### config.mk
export PLATFORM = sky130hd
export DESIGN_NAME = shot_selector
export DESIGN_NICKNAME = d
export VERILOG_FILES = /design/src/rtl/battleship_pkg.sv /design/src/rtl/turn_timer.sv /design/src/rtl/shot_selector.sv
export SDC_FILE = /design/constraint.sdc
export NUM_CORES = 1
export LEC_CHECK = 0
export CAP_MARGIN = 20
export CELL_PAD_IN_SITES_DETAIL_PLACEMENT = 0
export CELL_PAD_IN_SITES_GLOBAL_PLACEMENT = 1
export CORE_ASPECT_RATIO = 1.1
export CORE_MARGIN = 10
export CORE_UTILIZATION = 40
export CTS_CLUSTER_DIAMETER = 60
export CTS_CLUSTER_SIZE = 16
export DETAILED_ROUTE_END_ITERATION = 16
export PLACE_DENSITY_LB_ADDON = 0.08
export RECOVER_POWER = 100
export SETUP_SLACK_MARGIN = 0.4
export SLEW_MARGIN = 20
export SYNTH_ARGS = -nofsm -noshare
export SYNTH_HDL_FRONTEND = slang
export SYNTH_SLANG_ARGS = --single-unit
### constraint.sdc
create_clock -name clk -period 3.75 [get_ports clk]
set_clock_uncertainty 0.15 [all_clocks]
set_input_delay 0.375 -clock clk [delete_from_list [all_inputs] [get_ports clk]]
set_output_delay 0.375 -clock clk [all_outputs]
set_load 0.01 [all_outputs]
### src/rtl/battleship_pkg.sv
// rtl/battleship_pkg.sv - shared battleship board constants, selector states and cell helpers
package battleship_pkg;

  localparam int         BOARD_N = 5;
  localparam logic [4:0] NO_SEL  = 5'd5;
  localparam logic [2:0] LAST_RC = 3'(BOARD_N - 1);

  typedef enum logic [2:0] {IDLE, AIM, COMMIT, SCAN, DONE} sel_state_t;

  function automatic logic [4:0] cell_idx(input logic [2:0] row, input logic [2:0] col);
    return 5'(row) * 5'(BOARD_N) + 5'(col);
  endfunction

  function automatic logic [2:0] wrap_inc(input logic [2:0] v);
    return (v == LAST_RC) ? 3'd0 : v + 3'd1;
  endfunction

  function automatic logic [2:0] wrap_dec(input logic [2:0] v);
    return (v == 3'd0) ? LAST_RC : v - 3'd1;
  endfunction

endpackage

### src/rtl/turn_timer.sv
// rtl/turn_timer.sv - per-turn seconds countdown driven by a clock-cycle prescaler
module turn_timer #(
  parameter int TICKS_PER_SEC = 50000000,
  parameter int TURN_SECONDS  = 15
) (
  input  logic       clk,
  input  logic       rst,
  input  logic       enable,
  input  logic       load,
  output logic       tick,
  output logic [3:0] time_left,
  output logic       expired
);

  localparam int PW = (TICKS_PER_SEC > 1) ? $clog2(TICKS_PER_SEC) : 1;

  logic [PW-1:0] presc;

  assign tick    = enable && (presc == PW'(TICKS_PER_SEC - 1));
  assign expired = (time_left == 4'd0);

  always_ff @(posedge clk or negedge rst) begin
    if (!rst) begin
      presc     <= '0;
      time_left <= '0;
    end else if (load) begin
      presc     <= '0;
      time_left <= 4'(TURN_SECONDS);
    end else if (enable) begin
      if (tick) begin
        presc <= '0;
        if (time_left != 4'd0) time_left <= time_left - 4'd1;
      end else begin
        presc <= presc + 1'b1;
      end
    end
  end

endmodule

### src/rtl/shot_selector.sv
// rtl/shot_selector.sv - player shot selection: cursor aiming, turn timer and auto-fire scan
module shot_selector
  import battleship_pkg::*;
#(
  parameter int TICKS_PER_SEC = 50000000,
  parameter int TURN_SECONDS  = 15
) (
  input  logic        clk,
  input  logic        rst,
  input  logic        btn_up,
  input  logic        btn_down,
  input  logic        btn_left,
  input  logic        btn_right,
  input  logic        btn_fire,
  input  logic        turn_en,
  output logic [4:0]  selected_row,
  output logic [4:0]  selected_col,
  output logic [2:0]  cursor_row,
  output logic [2:0]  cursor_col,
  output logic [24:0] shot_mask,
  output logic [3:0]  time_left,
  output logic        timeout,
  output logic        reject,
  output logic        board_full
);

  sel_state_t state;
  logic [2:0] scan_row, scan_col;
  logic [4:0] scan_cnt;
  logic       timer_en, timer_load, tick, expired, final_sec;
  logic       cursor_shot, scan_shot;

  assign timer_en    = (state == AIM);
  assign timer_load  = (state == IDLE) && turn_en;
  assign cursor_shot = shot_mask[cell_idx(cursor_row, cursor_col)];
  assign scan_shot   = shot_mask[cell_idx(scan_row, scan_col)];
  // Last tick of the turn, or a turn that was loaded with no time at all.
  assign final_sec   = (tick && time_left == 4'd1) || expired;

  turn_timer #(
    .TICKS_PER_SEC(TICKS_PER_SEC),
    .TURN_SECONDS (TURN_SECONDS)
  ) u_timer (
    .clk      (clk),
    .rst      (rst),
    .enable   (timer_en),
    .load     (timer_load),
    .tick     (tick),
    .time_left(time_left),
    .expired  (expired)
  );

  always_ff @(posedge clk or negedge rst) begin
    if (!rst) begin
      state        <= IDLE;
      cursor_row   <= '0;
      cursor_col   <= '0;
      shot_mask    <= '0;
      selected_row <= NO_SEL;
      selected_col <= NO_SEL;
      scan_row     <= '0;
      scan_col     <= '0;
      scan_cnt     <= '0;
      timeout      <= 1'b0;
      reject       <= 1'b0;
      board_full   <= 1'b0;
    end else begin
      timeout      <= 1'b0;
      reject       <= 1'b0;
      board_full   <= 1'b0;
      selected_row <= NO_SEL;
      selected_col <= NO_SEL;
      case (state)
        IDLE: if (turn_en) state <= AIM;
        AIM: begin
          if (!turn_en) begin
            state <= IDLE;
          end else if (&shot_mask) begin
            board_full <= 1'b1;
            state      <= DONE;
          end else if (btn_fire && !cursor_shot) begin
            selected_row <= 5'(cursor_row);
            selected_col <= 5'(cursor_col);
            state        <= COMMIT;
          end else begin
            if (btn_fire)       reject     <= 1'b1;
            else if (btn_up)    cursor_row <= wrap_dec(cursor_row);
            else if (btn_down)  cursor_row <= wrap_inc(cursor_row);
            else if (btn_left)  cursor_col <= wrap_dec(cursor_col);
            else if (btn_right) cursor_col <= wrap_inc(cursor_col);
            // The scan starts from where the cursor stood when time ran out.
            if (final_sec) begin
              timeout  <= 1'b1;
              scan_row <= cursor_row;
              scan_col <= cursor_col;
              scan_cnt <= '0;
              state    <= SCAN;
            end
          end
        end
        COMMIT: begin
          shot_mask[cell_idx(cursor_row, cursor_col)] <= 1'b1;
          state <= DONE;
        end
        SCAN: begin
          if (!turn_en) begin
            state <= IDLE;
          end else if (!scan_shot) begin
            cursor_row   <= scan_row;
            cursor_col   <= scan_col;
            selected_row <= 5'(scan_row);
            selected_col <= 5'(scan_col);
            state        <= COMMIT;
          end else if (scan_cnt == 5'(BOARD_N * BOARD_N - 1)) begin
            board_full <= 1'b1;
            state      <= DONE;
          end else begin
            scan_cnt <= scan_cnt + 5'd1;
            scan_col <= wrap_inc(scan_col);
            if (scan_col == LAST_RC) scan_row <= wrap_inc(scan_row);
          end
        end
        DONE: if (!turn_en) state <= IDLE;
        default: state <= IDLE;
      endcase
    end
  end

endmodule

== Yosys cells after proc, flatten, opt, wreduce, memory -nomap -nowiden ==
Cells that the tools add are included.
Operators by class
  $add $sub $neg: 11
  equal/unequal tests: 29
  mux-type cells: 102
  reduce and logical (&&, ||, !) cells: 23
  $lt $le $gt $ge: 3
  bitwise logic cells: 1
  multiply operators: 2
Operators by type and width (number)
  3-bit 2-to-1 mux: 58
  26-bit 2-to-1 mux: 3
  3-bit case mux with 2 select lines: 6
  5-bit 2-to-1 mux: 7
  2-bit inequality test, second input constant: 14
  26-bit by 1-bit adder with 26-bit output, second input constant: 1
  26-bit == test, second input constant: 1
  25-bit bitwise OR: 1
  25-bit AND reduction: 1
  1-bit 2-to-1 mux: 18
  4-bit 2-to-1 mux: 4
  8-bit AND reduction: 2
  3-bit == test, second input constant: 5
  3-bit case mux with 5 select lines: 1
  3-bit by 1-bit adder with 3-bit output, second input constant: 4
  5-bit by 6-bit < comparator with 1-bit output, second input constant: 2
  5-bit by 3-bit adder with 5-bit output: 2
  1-bit binary-select mux with 5-bit select: 2
  3-bit by 3-bit multiplier with 5-bit output, second input constant: 2
  5-bit case mux with 2 select lines: 1
  10-bit AND reduction: 1
  3-bit logical NOT: 3
  9-bit AND reduction: 1
  2-bit nonzero test: 4
  20 further kinds: 27
Word-level totals
  output and inout port bits: 48
  input port bits: 8
  word-level logic and storage cells: 185
  register bits after elaboration: 88

== Depth between registers and ports, before layout ==
  depth in word-level cells: 11
  gate-level depth with buffers: 11

== Hierarchy ==
From an unflattened synthesis, not the netlist that was laid out.
Unflattened totals
  cells, all modules: 535
  area total of the unflattened synthesis: 5322.6 um2
Modules (own cells, without submodules)
  shot_selector: area an instance 3703.6 um2, times used 1, cells an instance 356
  turn_timer: area an instance 1619.1 um2, times used 1, cells an instance 179

== Worst setup path before layout ==
No wires, ideal clock.
  path kind: register -> register
  from: register cursor_row[0]
  to: register scan_row[0]
  stages on the path, launching flop included: 12
  data arrival time: 3319 ps
  period minus slack after synthesis: 3594 ps
  required time: 3475 ps
  setup slack: 156 ps
  library setup time: 125 ps
  buffers on the path: 1
  cells stage by stage: dfrtp_1 ha_1 ha_1 fa_1 buf_1 mux4_2 nand3_1 and4_1 nand2_1 a21oi_1 or3_4 mux2_4
Between the ends
  word-level cells in the longest chain between the ends: 8
  elaborated cells on any way between the ends: 13
  classes of those cells: 1 x add/sub; 1 x mul; 1 x eq/ne; 7 x mux; 3 x reduce/logical
Ends and longest elaborated chain
  start: declaration: RTL line shot_selector.sv:18  | output logic [2:0] cursor_row,
  start signal: assignment: RTL line shot_selector.sv:87  | else if (btn_up) cursor_row <= wrap_dec(cursor_row);
  start signal: assignment: RTL line shot_selector.sv:88  | else if (btn_down) cursor_row <= wrap_inc(cursor_row);
  start signal: assignment: RTL line shot_selector.sv:109  | cursor_row <= scan_row;
  3-bit by 3-bit multiplier with 5-bit output: RTL line battleship_pkg.sv:11  | return 5'(row) * 5'(BOARD_N) + 5'(col);
  5-bit by 3-bit adder with 5-bit output: RTL line battleship_pkg.sv:11
  1-bit binary-select mux with 5-bit select: RTL line shot_selector.sv:35  | assign cursor_shot = shot_mask[cell_idx(cursor_row, cursor_col)];
  1-bit 2-to-1 mux (not written as such): RTL line shot_selector.sv:35
  1-bit logical NOT: RTL line shot_selector.sv:81  | end else if (btn_fire && !cursor_shot) begin
  1-bit logical AND: RTL line shot_selector.sv:81
  2-bit inequality test (no source line)
  9-bit AND reduction (no source line)
  end signal: assignment: RTL line shot_selector.sv:94  | scan_row <= cursor_row;
  end signal: assignment: RTL line shot_selector.sv:120  | if (scan_col == LAST_RC) scan_row <= wrap_inc(scan_row);
  end: declaration: RTL line shot_selector.sv:28  | logic [2:0] scan_row, scan_col;
Several ways; a longest one is shown, not always the timed one. The select of a mux whose other input is x is not followed.
A chain may end at the register's enable or synchronous reset.

== Worst setup path in the final report ==
  from: register scan_row[0]
  to: register scan_row[0]
Between the ends
  word-level cells in the longest chain between the ends: 7
  elaborated cells on any way between the ends: 14
  classes of those cells: 2 x add/sub; 1 x mul; 2 x eq/ne; 8 x mux; 1 x reduce/logical
Ends and longest elaborated chain
  parallel branches: the longest is 7 deep, another holds 3-bit by 3-bit multiplier with 5-bit output
Parallel ways; which one is timed is not known. The select of a mux whose other input is x is not followed.

==> results.yml <==
synth:
  synth_warnings: 0
  ys_seq_area_share_pct: 40.9
  netlist-cell-type-count: 64
  syn_area_per_cell_um2: 9.98
  syn_area_um2: 5150
  synth-async-reset-ratio_pct: 100
  synth-edff-count: 0
  ys_ff_latch: 84
  ys.flop_type: "dfrtp_1"
  syn_inst: 516
sta:
  rsz0062_at_grt: "yes"
  hold_ws_ns: 0.384
  max_slew_margin_pct: -23.0
  timing.final.ws_setup_ns: 0.255
  min_period_ns: 3.50
  fin_crit_sh_pct: 93.2
  final_hold_viol_count: 0
  setup_violations: 0
  tightest_slew_ns: 1.84
  tns_ns: 0
  slew_violations: 72
  fmax_mhz: 286
flow_run:
  cap_violations: 1
worst_setup_path:
  cp.required_ns: 3.83
  ff2ff_setup_slack_ns: 0.25
  path_class: "flop to flop"
  critPathLaunch: "scan_row[0]$_DFFE_PN0P_"
  cp.arrival_ns: 3.58
  reg2reg_from: "scan_row[0]$_DFFE_PN0P_"
  end_kind: "flop"
  rr_worst_depth: 10
  cp_max_fo: 7
  start_kind: "flop"
  timing.rr.end: "scan_row[0]$_DFFE_PN0P_"
die:
  boundaryPins: 56
  die_h_um: 139
  die_area_um2: 17800
  fp-row-count: 43
  die_w_um: 128
  initial_core_util_pct: 40.9
  core_um2: 12600
clock_network:
  cts_tree: "yes"
  worstSkewPairLatency_ns: 0.35
  cts_hold_buf: 0
  cts_buffers: 9
  cts_sinks: 84
  clockBufferDepth: 2
  cts_root_buffer: "clkbuf_16"
  htree_levels: 3
  clk_pin_slew_ns: 0.06
drt:
  wire_per_inst_um: 18.4
  drcViolationCount: 0
  antenna_left: 0
  dr_total_vias: 4223
  firstDrtPassIters: 4
  viasPerCell: 5.59
  routed_wl_um: 13900
  drt_iter0_drc: 322
grt:
  gr-usage-all-layers_pct: 15.9
  grt_pass1_vias: 4295
  grt.overflow.total: 0
  grt_pass1_wl_um: 22800
  grt_max_degree: 72
  antenna_found_initial: 0
power_and_ir_drop:
  peakVddDrop_v: 0.000662
  power_density_nw_per_um2: 1050
  leakagePower_nw: 2.97
final_layout:
  drive_gt1_share_pct: 17.4
  diodes: 0
  design_area_um2: 6570
  area_growth_pct: 27.5
  layout.nets: 636
worst_hold_path:
  min_path_type: "primary input to asynchronous set/reset pin"
run_status:
  failed_checks: "max-capacitance violations, max-slew violations"
  status: "complete, but fails checks"
placed_design:
  dpl_worst_slack_ns: 0.171
  dpl.hpwl_um: 10100
  portBuffers: 51
  gp_congestion: 0.839
  placed_area_um2: 5930
-- per-layer routing --
layer	part of all wire, %	GRT usage (%)
met5	0	0
met4	1.6	5.93
met3	4.0	3.48
met2	51	26.2
met1	44	19.8
-- stage by stage --
stage / instances / util [%] / total power, mW
3_3_place_gp: 727 / 47.1 / 5.20
5_1_grt: 755 / 52.2 / 7.38
6_report: 755 / 52.2 / 6.87
2_1_floorplan: 519 / - / 3.89
3_5_place_dp: 727 / 47.1 / 5.23
4_1_cts: 750 / 51.6 / 6.81
-- worst max-delay path, cell delays in order (launching register included) --
cell	delay [ns]
dfrtp_1	0.42
ha_4	0.29
ha_4	0.20
fa_1	0.73
mux4_2	0.37
nand3_1	0.09
nand4_1	0.15
mux2_4	0.33
a21oi_2	0.16
or3_4	0.18
mux2_4	0.29
-- cells in the final DEF (no fill, tap or decap), types with 8 or more instances in the layout --
cell type / instances
o21ai_0: 9
a21oi_1: 20
mux2i_1: 14
dlygate4sd3_1: 44
nand2_1: 42
nand3_1: 18
xnor2_1: 14
clkbuf_16: 9
nor2_1: 45
buf_4: 24
nand4_1: 15
xor2_1: 19
o21bai_1: 11
mux4_2: 11
a21o_1: 14
inv_1: 22
nand2b_1: 8
dfrtp_1: 78
nor3_1: 8
ha_1: 27
-- state kept, by name, summed over array words and instances, names as in the netlist, 3 cells and up --
signal             count
scan_cnt               5
selected_row           3
shot_mask             25
scan_row               3
cursor_col             3
u_timer.presc         26
state                  3
selected_col           3
scan_col               3
u_timer.time_left      4
cursor_row             3
-- final cells by class --
type                    instances  area [µm²]
fillers                      1183        6020
multi-input cells             394        3080
repair buffers                 82         742
flip-flops and latches         84        2110
inverters                      22        82.6
clock buffers                  11         253
clock inverters                 5         106
well taps                     157         196
-- timing repair --
| action | 4_1_cts | 5_1_grt |
|---|---|---|
| setup endpoints to repair | 24 | 22 |
| pin swaps | 16 | 16 |
| resized for setup | 30 | 17 |
| setup buffers | 7 | 5 |
-- cell usage after synthesis (7+ instances only) --
library cell | number | share of area, %
dfrtp_1 | 80 | 39
nor2_1 | 47 | 3.4
nand2_1 | 44 | 3.2
ha_1 | 33 | 8.0
nand3_1 | 23 | 2.2
a21oi_1 | 22 | 2.1
inv_1 | 22 | 1.6
xor2_1 | 19 | 3.2
a21o_1 | 15 | 2.2
xnor2_1 | 15 | 2.6
mux2i_1 | 14 | 2.7
nand4_1 | 14 | 1.7
clkbuf_1 | 11 | 0.80
mux4_2 | 11 | 4.8
o21bai_1 | 11 | 1.6
o21ai_0 | 10 | 0.97
a31o_2 | 8 | 1.4
nand2b_1 | 8 | 0.97
nor3_1 | 8 | 0.78
a31oi_1 | 7 | 0.85
and3_1 | 7 | 0.85
-- where the power goes --
group          internal [mW]  total (mW)  switching, mW
sequential              1.14        1.43          0.288
clock                  0.690        1.07          0.381
combinational           1.97        4.37           2.40
-- worst max path at each step --
stage	end	cells after the start
2_1_floorplan	scan_row[0]$_DFFE_PN0P_	9
3_3_place_gp	cursor_row[2]$_DFFE_PN0P_	10
3_5_place_dp	selected_row[2]$_DFF_PN1_	11
4_1_cts	scan_row[0]$_DFFE_PN0P_	10
5_1_grt	scan_row[0]$_DFFE_PN0P_	10
6_report	scan_row[0]$_DFFE_PN0P_	10
-- cells by family after synthesis --
group,count (synthesis),synth area share [%]
DFF,84,40.9
muxes,28,8.26
adders and majority gates,35,8.80
and+or+nand+nor,190,18.9
other,1,0.0728
xor gates and xnor gates,34,5.78
AOI/OAI and AO/OA,103,13.9
buffers and inverters,41,3.35
No activity file was read; power rests on OpenSTA's default activity.
